`config.mk`:
```
export PLATFORM = sky130hd
export DESIGN_NAME = timing_sequence_generator
export DESIGN_NICKNAME = d
export VERILOG_FILES = /design/src/rtl/timing_sequence_generator.sv
export SDC_FILE = /design/constraint.sdc
export NUM_CORES = 1
export LEC_CHECK = 0
export CAP_MARGIN = 20
export CORE_MARGIN = 4
export CORE_UTILIZATION = 33
export CTS_BUF_LIST = sky130_fd_sc_hd__clkbuf_8 sky130_fd_sc_hd__clkbuf_16
export DETAILED_ROUTE_END_ITERATION = 16
export HOLD_SLACK_MARGIN = 0.05
export PLACE_DENSITY = 0.75
export SLEW_MARGIN = 10
export SYNTH_ARGS = -nofsm -noshare
export SYNTH_HDL_FRONTEND = slang
export SYNTH_SLANG_ARGS = --single-unit
export TNS_END_PERCENT = 50
```
`constraint.sdc`:
```
create_clock -name clk -period 1.69 [get_ports clk]
set_input_delay 0.338 -clock clk [delete_from_list [all_inputs] [get_ports clk]]
set_output_delay 0.338 -clock clk [all_outputs]
set_load 0.01 [all_outputs]
```
`src/rtl/timing_sequence_generator.sv`:
```
`default_nettype none
// ============================================================================
// Module      : timing_sequence_generator
// Description : Control-unit state counter with one-hot T decode, clear, load,
//               programmable wrap point, single-step advance and wrap pulse.
// Revision    : 1.0 - initial release
// ============================================================================
module timing_sequence_generator #(
  parameter int CNT_W   = 4,
  parameter int RST_VAL = 0
) (
  input  logic                    clk,
  input  logic                    rst,
  input  logic                    clr,
  input  logic                    load,
  input  logic [CNT_W-1:0]        load_val,
  input  logic                    hold,
  input  logic                    step,
  input  logic [CNT_W-1:0]        last_state,
  output logic [CNT_W-1:0]        sc,
  output logic [(2**CNT_W)-1:0]   t,
  output logic                    wrap
);

  localparam int NUM_T = 2**CNT_W;
  localparam logic [CNT_W-1:0] C_RST_SC = CNT_W'(RST_VAL);

  logic             r_step_q;
  logic             w_step_event;
  logic             w_is_wrap;
  logic [CNT_W-1:0] w_next;

  assign w_step_event = step & ~r_step_q;

  // >= rather than == so an out-of-range count returns straight to 0
  assign w_is_wrap = (sc >= last_state);
  assign w_next    = w_is_wrap ? '0 : sc + 1'b1;

  always_ff @(posedge clk or posedge rst) begin
    if (rst) begin
      sc       <= C_RST_SC;
      wrap     <= 1'b0;
      r_step_q <= 1'b0;
    end else begin
      r_step_q <= step;
      if (clr) begin
        sc   <= '0;
        wrap <= 1'b0;
      end else if (load) begin
        sc   <= load_val;
        wrap <= 1'b0;
      end else if (hold) begin
        if (w_step_event) begin
          sc   <= w_next;
          wrap <= w_is_wrap;
        end else begin
          wrap <= 1'b0;
        end
      end else begin
        sc   <= w_next;
        wrap <= w_is_wrap;
      end
    end
  end

  for (genvar i = 0; i < NUM_T; i++) begin : g_decode
    assign t[i] = (sc == CNT_W'(i));
  end

endmodule
`default_nettype wire

```
==> impl_results.md <==
* # diodes at 0
* Global-route wire length before repair at between 2000 and 3000 um
* CTS Buf Count at 3
* Leak at 0.000584 uW
* Worst Hold Slack at ~0.33 ns
* Clk root buf: clkbuf_8
* CTS tree: yes
* Port Buf Inserts at 34
* Synth Instances at 65
* Number of remaining DRC errors at 0
* Detailed Route Iter0 Violations at 11
* H-tree depth at 1
* Hold Path Class: input pin to asynchronous set/reset pin
* Wire per inst at about 12 um
* Final WS setup at -0.0399 ns
* # rows at 14
* Post-route ant nets at 0
* Die ar. at 2510 um^2
* Status: complete, but fails checks
* Clk sinks at 6
* Vias in the first global route at 648
* Capturing point of the worst reg2reg path: sc[2]
* Worst-Margin Slew at between 0.2 and 0.3 ns
* Crit path launch type: register
* Die W at between 50 and 60 um
* Fmax at just under 0.6 GHz
* Depth of the most critical reg-to-reg path at 7
* RePlAce Congestion at between 0.7 and 0.8
* Setup violations, final at 7
* Kind of end point of the critical path: output pin
* Arr. time, crit path at approximately 1.4 ns
* Endpoints failing hold at 0
* Avg Inst Size Synth at 8.99 um^2
* Synth Warn # at 0
* Failing checks: setup timing
* Worst-path cell chain: buf_6, inv_6, ha_2, and3_1, clkdlybuf4s15_2
* Register area share after synthesis at between 20 and 30%
* Worst-Skew Late Latency at between 0.2 and 0.25 ns
* Seq cells post-synth at 6
* Max cap viols at 0
* Final Power at 666 uW
* Peak VDD IR at roughly 0.00045 V
* Share of layout cells above drive strength 1 at 44.9%
* Unrepaired setup endpoints after global routing: yes
* Mapped Area at 584 um^2
* R2r startpoint: sc[0]
* CTS clk-pin slew, worst paths at 0.04 ns
* Cell variety after synth at 21
* Crit path kind: register to output pin
* Final slew viol count at 0
* Die Y at ~50 um
* Syn_nets at between 80 and 90
* Global Route Usage Sum at between 10 and 15%
* Vias after detailed routing at ~660
* Hold_buf cts at 0
* Fraction of the cycle the final worst path needs at 102%
* Power Dens Cells at just under 600 nW/um^2
* Core area at roughly 1600 um^2
* Crit-path slowest cell: dfrtp_2
* Finished Core Util at a little under three quarters
* Antenna violations before repair at 0
* Headroom to the max-slew limit at between 80% and 90%
* GRT overflow at 0
* Detailed Place HPWL at about 1400 um
* Critical path peak fanout at 4
* Initial Util at between 30 and 40%
* CP top delay family: buffers and inverters
* Final WL at between 1500 and 2000 um
* R2r setup slk at -0.02 ns
* Vias/cell at ~4.7
* WP buf/inv at 3
* Largest net degree at the start of global routing at 13
* Layout Nets at 141
* Clk_skew at between 0.006 and 0.007 ns
* Boundary pin count at 35
* Worst EP required at ~1.4 ns
* Area grow syn2layout at 95.1%
* Max stage delay on crit path at between 0.4 and 0.5 ns
* Max clock buf depth at 2
* TritonRoute pass-1 iters at 4
* Min Tclk post-route at about 1.7 ns
-- layout make-up --
type | instances | area, um^2
flip-flops and latches | 6 | 154
inverters | 10 | 42.5
multi-input cells | 48 | 440
clock buffers | 3 | 41.3
well taps | 24 | 30.0
fillers | 132 | 454
clock inverters | 1 | 3.75
repair buffers | 50 | 428
-- state kept, by name, indices dropped and copies added (netlist names) --
signal and count:
sc 4, r_step_q 1, wrap 1
-- worst register-to-register path: cells and delay by family, from the launching register on --
kind,cells,cell delay [ns]
buf+inv,2,0.19
flops,1,0.41
fa+ha+maj,1,0.19
compound gates,3,0.68
simple gates,1,0.14
-- logic make-up after synthesis --
family | count (synthesis) | synth area share [%]
simple gates | 30 | 29.8
buf+inv | 11 | 7.07
compound gates | 8 | 17.3
fa+ha+maj | 8 | 17.1
flops | 6 | 25.7
xor+xnor | 2 | 3.00
-- metrics by stage --
step                      TNS (ns)  instances  cell area (um^2)  setup slack (ns)
after floorplan                  0         65               586           0.00870
after global placement       -2.65        133              1030            -0.282
after detailed placement     -2.89        133              1030            -0.334
after CTS                   -0.614        140              1130           -0.0827
after global routing        -0.853        142              1140            -0.105
final                       -0.182        142              1140           -0.0399
-- report_power, final --
| group | switching, uW | internal [uW] | leakage (uW) |
|---|---|---|---|
| clock network | 68.2 | 157 | 0.0000269 |
| logic | 112 | 160 | 0.000483 |
| registers | 14.1 | 155 | 0.0000741 |
-- Yosys cell counts, drive strengths merged --
cell | number | share of area [%]
nand2 | 5 | 3.2
or4 | 1 | 1.3
o21a | 1 | 1.3
inv | 10 | 6.4
dfrtp | 6 | 26
nand3 | 1 | 0.86
xnor2 | 2 | 3.0
and2 | 4 | 4.3
and3 | 12 | 13
o21ai | 1 | 1.5
nor3 | 1 | 0.86
o221ai | 3 | 5.6
nand2b | 1 | 2.4
clkbuf | 1 | 0.64
nor2 | 3 | 1.9
nor2b | 1 | 1.1
or3 | 1 | 1.1
o211ai | 2 | 4.3
a2111oi | 1 | 4.7
ha | 8 | 17
-- layout by cell type, fill, tap and decap left out, drive strengths merged, types with 2 or more instances in the layout --
cell type,n
o221ai,3
buf,24
inv,11
clkdlybuf4s15,6
nor2,3
nand2,5
and2,4
clkbuf,5
xnor2,2
ha,8
and3,12
o211ai,2
dlygate4sd2,3
clkdlybuf4s50,14
dfrtp,6
-- worst max-delay path by stage --
stage | from | to | slack (ns) | depth (start not counted)
finish | sc[0] | t[10] | -0.04 | 5
global route | sc[0] | t[4] | -0.11 | 5
CTS | sc[0] | sc[2] | -0.08 | 7
detailed placement | last_state[0] | sc[2] | -0.33 | 6
global placement | last_state[0] | sc[1] | -0.28 | 6
floorplan | sc[0] | sc[1] | 0.009 | 6
-- timing repair --
action,in CTS,in global routing
gates resized for setup,62,15
setup buffers,3,2
pin swaps,1,1
endpoints found under the hold margin,0,0
endpoints found under the setup margin,21,19
-- routing by layer --
layer | global-route usage, % | part of all wire [%]
met4 | 5.53 | 1.3
met3 | 2.11 | 6.3
met1 | 15.1 | 43
met2 | 29.6 | 50
met5 | 0 | 0
Power figures use the tool's default switching activity.
